<file path="src/rtl/shift_req_queue.sv">
// ---------------------------------------------------------------------------
// shift_req_queue
//
// Request-buffering stage in front of an external 8-bit combinational
// shifter. Shift requests (op code + operand) arrive over a valid/ready
// handshake and wait in a DEPTH-entry FIFO. The head entry drives the
// shifter's inputs. The shifter's result is captured into a valid/ready
// output register, which gives the consumer a pipelined service that it
// can hold off with back-pressure.
//
// Ports
//   clk        rising-edge clock
//   rst_n      asynchronous active-low reset
//   in_valid   request present
//   in_ready   queue can accept (not full)
//   in_type    requested op code
//   in_num     operand
//   sh_type    to shifter shiftType: head-entry op (0 when empty)
//   sh_num     to shifter num: head-entry operand (0 when empty)
//   sh_result  from shifter out (combinational in sh_type/sh_num)
//   out_valid  result register holds a valid result
//   out_ready  consumer accepts the result
//   out_type   op code that produced out_result
//   out_result registered shift result
//   count      current FIFO occupancy (excludes the output register)
// ---------------------------------------------------------------------------
module shift_req_queue #(
    parameter int DEPTH = 4,
    parameter int OPW   = 3,
    parameter int DW    = 8
) (
    input  logic                     clk,
    input  logic                     rst_n,
    input  logic                     in_valid,
    output logic                     in_ready,
    input  logic [OPW-1:0]           in_type,
    input  logic [DW-1:0]            in_num,
    output logic [OPW-1:0]           sh_type,
    output logic [DW-1:0]            sh_num,
    input  logic [DW-1:0]            sh_result,
    output logic                     out_valid,
    input  logic                     out_ready,
    output logic [OPW-1:0]           out_type,
    output logic [DW-1:0]            out_result,
    output logic [$clog2(DEPTH):0]   count
);

    localparam int PW = $clog2(DEPTH);
    localparam logic [PW:0] FULL_COUNT = (PW+1)'(DEPTH);

    // FIFO storage: op code and operand kept side by side per entry.
    logic [OPW-1:0] type_mem [DEPTH];
    logic [DW-1:0]  num_mem  [DEPTH];

    // DEPTH is a power of two, so the pointers wrap naturally.
    logic [PW-1:0]  wr_ptr;
    logic [PW-1:0]  rd_ptr;

    logic           empty;
    logic           push;
    logic           load;

    assign empty    = (count == '0);

    // in_ready depends only on the registered count: a full queue refuses
    // a push even in a cycle where it also pops.
    assign in_ready = (count != FULL_COUNT);
    assign push     = in_valid && in_ready;

    // Head moves into the output register whenever there is something to
    // move and the register is free or is being emptied this cycle.
    assign load     = !empty && (!out_valid || out_ready);

    // Head entry to the shifter. Forced to zero when empty so that stale
    // storage never shows up on the shifter inputs.
    always_comb begin
        sh_type = '0;
        sh_num  = '0;
        if (!empty) begin
            sh_type = type_mem[rd_ptr];
            sh_num  = num_mem[rd_ptr];
        end
    end

    // Storage has no reset: its contents are only ever read below count.
    always_ff @(posedge clk) begin
        if (push) begin
            type_mem[wr_ptr] <= in_type;
            num_mem[wr_ptr]  <= in_num;
        end
    end

    always_ff @(posedge clk or negedge rst_n) begin
        if (!rst_n) begin
            wr_ptr <= '0;
            rd_ptr <= '0;
            count  <= '0;
        end else begin
            if (push) begin
                wr_ptr <= wr_ptr + 1'b1;
            end
            if (load) begin
                rd_ptr <= rd_ptr + 1'b1;
            end
            // Simultaneous push and pop leaves the occupancy unchanged.
            case ({push, load})
                2'b10:   count <= count + 1'b1;
                2'b01:   count <= count - 1'b1;
                default: count <= count;
            endcase
        end
    end

    // Output register. When it drains with nothing queued behind it, only
    // the valid flag drops; type and result keep their last values.
    always_ff @(posedge clk or negedge rst_n) begin
        if (!rst_n) begin
            out_valid  <= 1'b0;
            out_type   <= '0;
            out_result <= '0;
        end else if (load) begin
            out_valid  <= 1'b1;
            out_type   <= sh_type;
            out_result <= sh_result;
        end else if (out_valid && out_ready) begin
            out_valid  <= 1'b0;
        end
    end

endmodule

</file>
<file path="config.mk">
export PLATFORM = sky130hd
export DESIGN_NAME = shift_req_queue
export DESIGN_NICKNAME = d
export VERILOG_FILES = /design/src/rtl/shift_req_queue.sv
export SDC_FILE = /design/constraint.sdc
export NUM_CORES = 1
export LEC_CHECK = 0
export BUFFER_PORTS_ARGS = -buffer_cell sky130_fd_sc_hd__buf_2
export CAP_MARGIN = 20
export CORE_MARGIN = 2
export CORE_UTILIZATION = 35
export DETAILED_ROUTE_END_ITERATION = 12
export MAX_ROUTING_LAYER = met4
export PLACE_DENSITY = 0.63
export SLEW_MARGIN = 20
export SYNTH_ARGS = -nofsm -noshare
export SYNTH_HDL_FRONTEND = slang
export SYNTH_SLANG_ARGS = --single-unit
</file>
<file path="constraint.sdc">
create_clock -name clk -period 6 [get_ports clk]
set_clock_uncertainty 0.05 [all_clocks]
set_input_delay 0.3 -clock clk [delete_from_list [all_inputs] [get_ports clk]]
set_output_delay 0.3 -clock clk [all_outputs]
set_load 0.02 [all_outputs]
</file>
==> metrics.yaml, run 1 <==
outcome:
  outcome: "completed"
logic_synthesis:
  seq_area_frac_synth_pct: 70.8
  synth_area_leaders: "edfxtp_1 (52%), dfrtp_1 (19%), mux4_2 (9.8%), mux2_2 (4.9%), nor2b_1 (2.7%)"
  syn_area_per_cell_sq_um: 19.2
  synthTopCellsByCount: "edfxtp_1 (44), dfrtp_1 (19), mux2_2 (11), mux4_2 (11), nor2b_1 (11)"
  synth-edff-count: 44
  synth_top_cell_by_area: "edfxtp_1"
  synthesis.nets: 161
  yosysTopAreaCellShare_pct: 52.0
  synth_flop_cell: "edfxtp_1"
  synth_area_sq_mm: 0.00254
  syn_inst: 132
  synth_seq_cells: 63
  yosysWarnings: 0
  yosysMostFrequentCell: "edfxtp_1"
  async_flop_share_pct: 30.2
  yosysUniqueCellTypes: 25
detailed_routing:
  routedWlPerCell_um: 14.9
  drtIter0Drc: 114
  wl_mm: 4.37
  final_antenna_net_count: 0
  vias: 1312
  routed_via_density: 4.46
  dr.pass1.iters: 4
  drc: 0
sta:
  finalMaxSlewViolations: 0
  grt_setup_unrepaired: "no"
  worst_pin_slew_ns: 0.968
  finalCritPeriodShare_pct: 44.2
  fmax_mhz: 377
  finalSetupViolCount: 0
  hold_violations: 0
  post-route-min-period_ns: 2.65
  slew_headroom_pct: 35.1
  tns_ns: 0
  hold_slack_ns: 0.135
clock_tree:
  clockBufferDepth: 2
  hold_buffers: 1
  cts_buffers: 9
  cts_tree: "yes"
  cts_setup_buffers: 0
  cts.sinks: 63
  htree_levels: 3
  worstSkewPairLatency_ns: 0.33
  clk_pin_slew_worst_paths_ns: 0.07
  cts_resized: 0
  cts_root_buffer: "clkbuf_8"
die:
  initial_core_util_pct: 35.6
  io_pins: 50
  chipWidth_um: 89.2
  dieHeight_um: 89.2
  rows: 31
  coreArea_sq_mm: 0.00714
  die_area_sq_mm: 0.00795
placed_design:
  dp.cells: 276
  place.gp.congestion: 0.740
  post_dp_cell_area_sq_mm: 0.00288
  port_buffers: 49
  dp_hpwl_mm: 2.92
global_route:
  grt_pass1_wl_mm: 6.69
  antenna_found_initial: 1
  grt_overflow: 0
  grt_pass1_vias: 1318
  grt_use_total_pct: 12.3
  grt_max_degree: 20
pwr:
  p_leak_nw: 1.22
  ir_drop_uv: 126
  pwr-share-clk_pct: 22.8
  internal_power_mw: 1.10
  combPwrFrac_pct: 36.1
  p_sw_mw: 0.560
  swShare_pct: 33.8
  p_per_area_mw_per_mm2: 535
  pwr-share-seq_pct: 41.1
critical_path:
  crit_path_end_kind: "flop"
  cp.arrival_ns: 2.81
  cp.required_ns: 6.16
  startpoint_type: "flop"
  path_max_fanout: 14
  path_class: "flop to flop"
layout:
  final_cell_count_no_fill: 294
  drive_gt1_share_pct: 47.4
  area_delta_synth_final_pct: 22.0
  nNetsFinal: 218
  final_area_sq_mm: 0.00310
job:
  drv_cap: 0
hold_path:
  hp-class: "input pin to flop"
## worst max-delay path, cell delays in order, from the launching register on
cell and delay [ns]:
dfrtp_1 0.43, nor3_2 0.81, nor2b_2 0.35, ha_1 0.31, inv_1 0.07, fa_1 0.17
xor2_1 0.14, nor2_1 0.06, xor2_1 0.14
## path summary, 6_finish.rpt
| kind | from | end | slack, ns | cells past startpoint |
|---|---|---|---|---|
| setup / recovery | count[0]$_DFFE_PN0P_ | count[2]$_DFFE_PN0P_ | 3.35 | 8 |
| hold / removal | in_num[1] | num_mem[0][1]$_DFFE_PP_ | 0.13 | 1 |
| setup reg to reg | count[0]$_DFFE_PN0P_ | count[2]$_DFFE_PN0P_ | 3.35 | 8 |
| hold reg to reg | out_type[1]$_DFFE_PN0P_ | out_type[1]$_DFFE_PN0P_ | 0.45 | 1 |
| max in group asynchronous | rst_n | out_type[1]$_DFFE_PN0P_ | 5.21 | 2 |
| min in group asynchronous | rst_n | out_result[0]$_DFFE_PN0P_ | 0.38 | 2 |
## per-stage QoR
stage          worst slack (ns)  util [%]  power [mW]
2_1_floorplan              3.71         -        1.12
3_3_place_gp               3.35      40.4        1.30
3_5_place_dp               3.30      40.4        1.31
4_1_cts                    3.30      43.4        1.69
5_1_grt                    3.10      43.4        1.76
6_report                   3.35      43.4        1.66
## cell families (layout without fill, tap and decap cells)
family / Yosys count / in the layout / share of synthesized area (%)
and+or+nand+nor: 23 / 23 / 6.31
adders and majority gates: 6 / 6 / 3.25
DFF: 63 / 63 / 70.8
muxes: 24 / 24 / 15.6
xor gates and xnor gates: 6 / 6 / 2.07
other: 0 / 1 / 0
buffers and inverters: 10 / 72 / 1.97
## power groups by stage
stage               logic, mW  registers (mW)  clock network (mW)
floorplan               0.414           0.706                   0
global placement        0.607           0.690                   0
detailed placement      0.612           0.695                   0
CTS                     0.614           0.686               0.389
global route            0.655           0.702               0.406
finish                  0.599           0.681               0.378
## metal layers
layer	track usage, %	up-vias	share of wire [%]
li1	-	617	-
met1	14.2	668	42
met2	18.8	20	52
met3	3.14	7	3.9
met4	8.55	0	2.1
met5	-	-	0
## cell usage in the layout, fill, tap and decap left out, types with 2 or more instances in the layout
cell / n
buf_2: 49
edfxtp_1: 44
dfrtp_1: 19
mux4_2: 11
nor2b_1: 11
mux2_2: 11
clkbuf_8: 9
inv_1: 6
ha_1: 5
and3_2: 4
xor2_1: 4
xnor2_1: 2
clkbuf_1: 2
clkinv_1: 2
bufinv_16: 2
## cell type report
type                    instances  area [sq um]
diodes                          1          2.50
clock buffers                  11           131
clock inverters                 5          72.6
fillers                       673          4040
inverters                       6          22.5
multi-input cells              59           692
flip-flops and latches         63          1800
well taps                      99           124
repair buffers                 50           255
## sequential cells by signal, summed over array words and instances (netlist names)
name        flops
out_valid       1
count           3
num_mem        32
wr_ptr          2
out_type        3
out_result      8
rd_ptr          2
type_mem       12
No activity file was read; power rests on OpenSTA's default activity.
==> run 2, diff against run 1 <==
ABC_AREA = 1   (was default)
PLACE_DENSITY = 0.62   (was 0.63)
clock period = 2.5 ns   (was 6 ns; I/O delays follow)
==> run 2 against run 1 <==
Clock-buffer cell count up 4. Clock power up 95%. Non-clock buffer count up 24. Register-to-register slack worse by 2.8 ns. Highest routed layer unchanged.
==> metrics.yaml, run 2 <==
outcome:
  outcome: "completed"
die:
  coreArea_sq_mm: 0.00761
  rows: 32
  die_area_sq_mm: 0.00846
  initial_core_util_pct: 35.6
  chipWidth_um: 92.0
  dieHeight_um: 92.0
  io_pins: 50
clock_tree:
  cts_buffers: 9
  cts.sinks: 63
  worstSkewPairLatency_ns: 0.33
  cts_resized: 0
  cts_root_buffer: "clkbuf_8"
  htree_levels: 3
  cts_setup_buffers: 0
  clockBufferDepth: 2
  cts_tree: "yes"
  clk_pin_slew_worst_paths_ns: 0.06
sta:
  tns_ns: 0
  fin_ws_ns: 0.536
  worst_pin_slew_ns: 1.00
  finalMaxSlewViolations: 0
  post-route-min-period_ns: 1.96
  fmax_mhz: 509
  finalCritPeriodShare_pct: 78.6
  hold_violations: 0
  slew_headroom_pct: 33.0
  grt_setup_unrepaired: "no"
  finalSetupViolCount: 0
layout:
  final_cell_count_no_fill: 443
  regMostFlops: "num_mem"
  largest_register_ffs: 32
  fin_util_pct: 44.8
  nNetsFinal: 365
  antenna_cells: 0
  drive_gt1_share_pct: 20.5
  area_delta_synth_final_pct: 25.9
  fillers: 738
  top_regs: "num_mem x32, type_mem x12, out_result x8"
  layout_commonest_cell: "nand2_1"
  final_cell_mix: "nand2_1 (103), buf_2 (49), edfxtp_1 (44), inv_1 (32), dlygate4sd3_1 (20)"
global_route:
  grt_use_total_pct: 14.3
  antenna_found_initial: 0
  grt_overflow: 0
  grt_pass1_wl_mm: 9.00
  grt_pass1_vias: 1909
  grt_max_degree: 24
detailed_routing:
  dr.max_layer_used: "met4"
  routedWlPerCell_um: 12.5
  dr_wl_met2_mm: 2.84
  drc: 0
  wl_met1_mm: 2.46
  wl_mm: 5.53
  final_antenna_net_count: 0
  drtIter0Drc: 122
  vias: 1913
  routed_via_density: 4.32
  route.met3.wl_um: 171
  dr.pass1.iters: 6
critical_path:
  crit_start: "count[0]$_DFFE_PN0P_"
  path_class: "flop to flop"
  path_delay_family: "simple AND/OR/NAND/NOR gates"
  slowest_stage: "dfrtp_1"
  slowest_delay_ns: 0.42
  path_max_fanout: 7
  startpoint_type: "flop"
  crit_path_frequent_cell: "nand2_1"
  cp.arrival_ns: 2.13
  crit_path_end_kind: "flop"
  crit_chain: "nor2_2, nand2_1, nand2_2, ha_1, inv_1, fa_1, nand2_1, nand3_1, xor2_1"
  cp.required_ns: 2.66
  critPathBufInv: 1
  reg2reg_from: "count[0]$_DFFE_PN0P_"
logic_synthesis:
  synthTopCellsByCount: "nand2_1 (103), edfxtp_1 (44), inv_1 (32)"
  yosysWarnings: 0
  synth_area_leaders: "edfxtp_1 (49%), dfrtp_1 (18%), nand2_1 (14%), inv_1 (4.4%), nand3_1 (3.5%)"
  synth_seq_cells: 63
  synth_area_sq_mm: 0.00271
  async_flop_share_pct: 30.2
  synth-edff-count: 44
  seq_area_frac_synth_pct: 66.4
  synth_top_cell_by_area: "edfxtp_1"
  yosysMostFrequentCell: "nand2_1"
  syn_inst: 260
  yosysTopAreaCellShare_pct: 48.8
  yosysUniqueCellTypes: 20
  synthesis.nets: 289
  syn_area_per_cell_sq_um: 10.4
  synth_flop_cell: "edfxtp_1"
placed_design:
  pre_cts_slack_ns: 0.545
  place.gp.congestion: 0.696
  dp_hpwl_mm: 3.48
  port_buffers: 49
  dp.cells: 407
pwr:
  internal_power_mw: 2.41
  swShare_pct: 41.7
  p_sw_mw: 1.72
  pwr-share-seq_pct: 37.6
  p_per_area_mw_per_mm2: 1210
  pwr-share-clk_pct: 17.8
  p_leak_nw: 1.60
  ir_drop_uv: 394
  combPwrFrac_pct: 44.6
hold_path:
  holdCritStartpoint: "in_valid"
  hp-class: "input pin to flop"
job:
  drv_cap: 0
## run 2: cell types whose count changed after synthesis, sizes merged, moves of 2 or more
cell,delta
nand2,+104
inv,+27
nand3,+19
mux2,-12
nor2b,-12
mux4,-11
a21oi,+9
nor2,+8
buf,+6
and3,-4
o21ai,+2
## run 2: what timing repair did
action,CTS,global route
endpoints found under the hold margin,71,0
hold buffers,20,0
setup endpoints to repair,0,0
## run 2: cell families after synthesis
group / after synthesis / share of synthesized area, %
adder cells (fa/ha/maj): 6 / 3.05
AND/OR/NAND/NOR: 133 / 19.6
XOR/XNOR: 5 / 1.62
buffers and inverters: 42 / 7.21
flip-flops: 63 / 66.4
AO/OA/AOI/OAI: 11 / 2.17
## run 2: final timing paths
path	slack (ns)	endpoint	cells past startpoint
min in group asynchronous	0.22	out_result[0]$_DFFE_PN0P_	2
max in group asynchronous	1.87	wr_ptr[0]$_DFFE_PN0P_	2
hold reg to reg	0.43	out_result[5]$_DFFE_PN0P_	2
setup / recovery	0.54	count[2]$_DFFE_PN0P_	9
hold / removal	0.02	wr_ptr[1]$_DFFE_PN0P_	3
setup reg to reg	0.54	count[2]$_DFFE_PN0P_	9
## run 2: worst min-delay path, delay by kind of cell
family,cells,cell delay [ns]
simple gates,2,0.14
buf+inv,1,0.09
## run 2: layout make-up
class / count / area [sq um] / area share [%]
sequential: 63 / 1800 / 52.7
multi-input combinational: 155 / 716 / 21.0
timing repair buffer: 74 / 483 / 14.2
clock buffer: 15 / 156 / 4.59
tap: 102 / 128 / 3.74
inverter: 33 / 124 / 3.63
clock inverter: 1 / 5.00 / 0.147
## run 2: metal layers
layer  track usage, %  up-vias
li1                 -      974
met1             17.7      905
met2             22.1       29
met3             4.03        5
met4             6.09        0
met5                -        -
## run 2: per-stage QoR
step	hold WS, ns	total power [mW]	cell area [sq um]
after floorplan	-0.221	2.87	2710
after CTS	0.000929	4.18	3410
after global placement	0.0422	3.38	3050
after detailed placement	0.0405	3.42	3050
final	0.0188	4.13	3410
after global routing	0.0211	4.44	3410
## run 2: power groups by stage
stage / combinational [mW] / clock, mW / sequential [mW]
after floorplan: 1.15 / 0 / 1.72
after detailed placement: 1.84 / 0 / 1.57
after global placement: 1.82 / 0 / 1.56
after global routing: 2.05 / 0.801 / 1.59
after CTS: 1.87 / 0.754 / 1.55
final: 1.84 / 0.736 / 1.55
==> run 3, diff against run 2 <==
clock period = 2 ns   (was 2.5 ns; I/O delays follow)
==> run 3 against run 2 <==
Clock power grew 20%. Combinational power grew 28%. Power grew 26%. Sequential share of layout area shrank 1.1 points. Final cell count grew 2.0%. Worst setup slack lost 0.36 ns. Non-clock buffer count grew 9. Maximum frequency grew 7.6%. Worst hold slack gained 0.16 ns. Critical path type unchanged.
==> metrics.yaml, run 3 (same netlist as run 2, synthesis figures left out) <==
die:
  chipWidth_um: 92.0
  initial_core_util_pct: 35.6
  rows: 32
  die_area_sq_mm: 0.00846
  io_pins: 50
  coreArea_sq_mm: 0.00761
  dieHeight_um: 92.0
global_route:
  antenna_found_initial: 0
  use_met2_pct: 21.9
  grt_pass1_wl_mm: 8.71
  grt_use_total_pct: 14.0
  gr-usage-met3_pct: 2.96
  grt_use_met1_pct: 16.8
  grt_max_degree: 24
  grt_overflow: 0
  busiest_layer: "met2"
  grt_pass1_vias: 1774
clock_tree:
  clockBufferDepth: 2
  cts_tree: "yes"
  worstSkewPairLatency_ns: 0.33
  cts.sinks: 63
  htree_levels: 3
  cts_root_buffer: "clkbuf_8"
  cts_setup_buffers: 0
  clk_pin_slew_worst_paths_ns: 0.07
  cts_buffers: 9
outcome:
  outcome: "completed"
pwr:
  ir_drop_uv: 469
  p_sw_mw: 2.19
  p_per_area_mw_per_mm2: 1490
  pwr-share-clk_pct: 17.0
  swShare_pct: 42.1
  p_leak_nw: 1.64
  total_power_mw: 5.20
  pwr-share-seq_pct: 37.5
  combPwrFrac_pct: 45.5
  internal_power_mw: 3.01
critical_path:
  crit_chain: "nor2_4, nand2_2, nand2_2, ha_1, inv_1, fa_1, nand2_1, nand3_1, xor2_1"
  slowest_delay_ns: 0.43
  cp.required_ns: 2.17
  path_max_fanout: 4
  startpoint_type: "flop"
  slowest_stage: "dfrtp_1"
  crit_path_end_kind: "flop"
  path_class: "flop to flop"
  reg2reg_setup_slack_ns: 0.18
  crit_start: "count[0]$_DFFE_PN0P_"
  crit_path_frequent_cell: "nand2_2"
  reg2reg_from: "count[0]$_DFFE_PN0P_"
  cp.arrival_ns: 1.99
layout:
  top_regs: "num_mem x32, type_mem x12, out_result x8"
  fillers: 735
  area_delta_synth_final_pct: 28.6
  drive_gt1_share_pct: 22.3
  final_cell_mix: "nand2_1 (102), buf_2 (49), edfxtp_1 (44), inv_1 (32), dlygate4sd3_1 (22)"
  final_area_sq_mm: 0.00348
  multiInputGateArea_sq_um: 723
  regMostFlops: "num_mem"
  nNetsFinal: 374
  largest_register_ffs: 32
  layout_commonest_cell: "nand2_1"
  ff_latch_area_sq_mm: 0.00180
  antenna_cells: 0
hold_path:
  hp-class: "input pin to async pin"
sta:
  tns_ns: 0
  grt_setup_unrepaired: "no"
  slew_headroom_pct: 70.6
  finalMaxSlewViolations: 0
  hold_violations: 0
  finalSetupViolCount: 0
  post-route-min-period_ns: 1.82
  fmax_mhz: 548
  worst_pin_slew_ns: 0.440
  finalCritPeriodShare_pct: 91.2
placed_design:
  port_buffers: 49
  place.gp.congestion: 0.742
  post_dp_cell_area_sq_mm: 0.00310
  dp_hpwl_mm: 3.60
detailed_routing:
  dr.pass1.iters: 4
  wl_mm: 5.41
  final_antenna_net_count: 0
  vias: 1925
  routedWlPerCell_um: 12.0
  routed_via_density: 4.26
  drc: 0
  drtIter0Drc: 92
job:
  drv_cap: 0
## run 3: changes by cell type in the layout (fill, tap and decap cells not counted), sizes merged
cell and change:
clkinv +4, dlygate4sd3 +2, clkbuf -5, buf +7, clkinvlp +1
## run 3: final timing paths
check | to | depth (start not counted)
max | count[2]$_DFFE_PN0P_ | 9
min reg2reg | out_type[0]$_DFFE_PN0P_ | 2
max in group asynchronous | wr_ptr[0]$_DFFE_PN0P_ | 2
min | out_result[6]$_DFFE_PN0P_ | 2
max reg2reg | count[2]$_DFFE_PN0P_ | 9
min in group clk | out_type[0]$_DFFE_PN0P_ | 2
## run 3: critical path: cells and delay by family, from the launching register on
kind	cells	cell delay, ns
adder cells (fa/ha/maj)	2	0.55
AND/OR/NAND/NOR	5	0.47
flip-flops	1	0.43
XOR/XNOR	1	0.14
buffers and inverters	1	0.07
## run 3: cell type report
cell class                      count  area share, %
Clock buffer                       10           3.67
Clock inverter                      6          0.791
Inverter                           33           3.56
Multi-Input combinational cell    155           20.8
Sequential cell                    63           51.6
Tap cell                          102           3.67
Timing Repair Buffer               83           16.0
## run 3: layer usage
metal	routed length (um)	part of all wire [%]
met1	2370	44
met5	0	0
met2	2720	50
met3	166	3.1
met4	150	2.8
## run 3: power by group through the flow
| stage | logic (mW) | clock network [mW] | registers (mW) |
|---|---|---|---|
| global route | 2.63 | 0.954 | 1.99 |
| CTS | 2.40 | 0.908 | 1.94 |
| global placement | 2.33 | 0 | 1.95 |
| detailed placement | 2.35 | 0 | 1.96 |
| finish | 2.36 | 0.884 | 1.95 |
| floorplan | 1.45 | 0 | 2.15 |
## run 3: per-stage QoR
step,cells,hold slack [ns],worst slack [ns],utilization [%]
after global routing,452,0.231,0.0305,45.8
after global placement,414,0.0135,0.192,40.8
after floorplan,260,-0.246,0.000124,-
after detailed placement,414,0.0190,0.143,40.8
final,452,0.179,0.175,45.8
after CTS,452,0.187,0.104,45.7
## run 3: timing repair
| action | 4_1_cts | 5_1_grt |
|---|---|---|
| hold buffers | 22 | 0 |
| setup endpoints to repair | 0 | 1 |
| resized for setup | 0 | 1 |
| endpoints found under the hold margin | 73 | 0 |
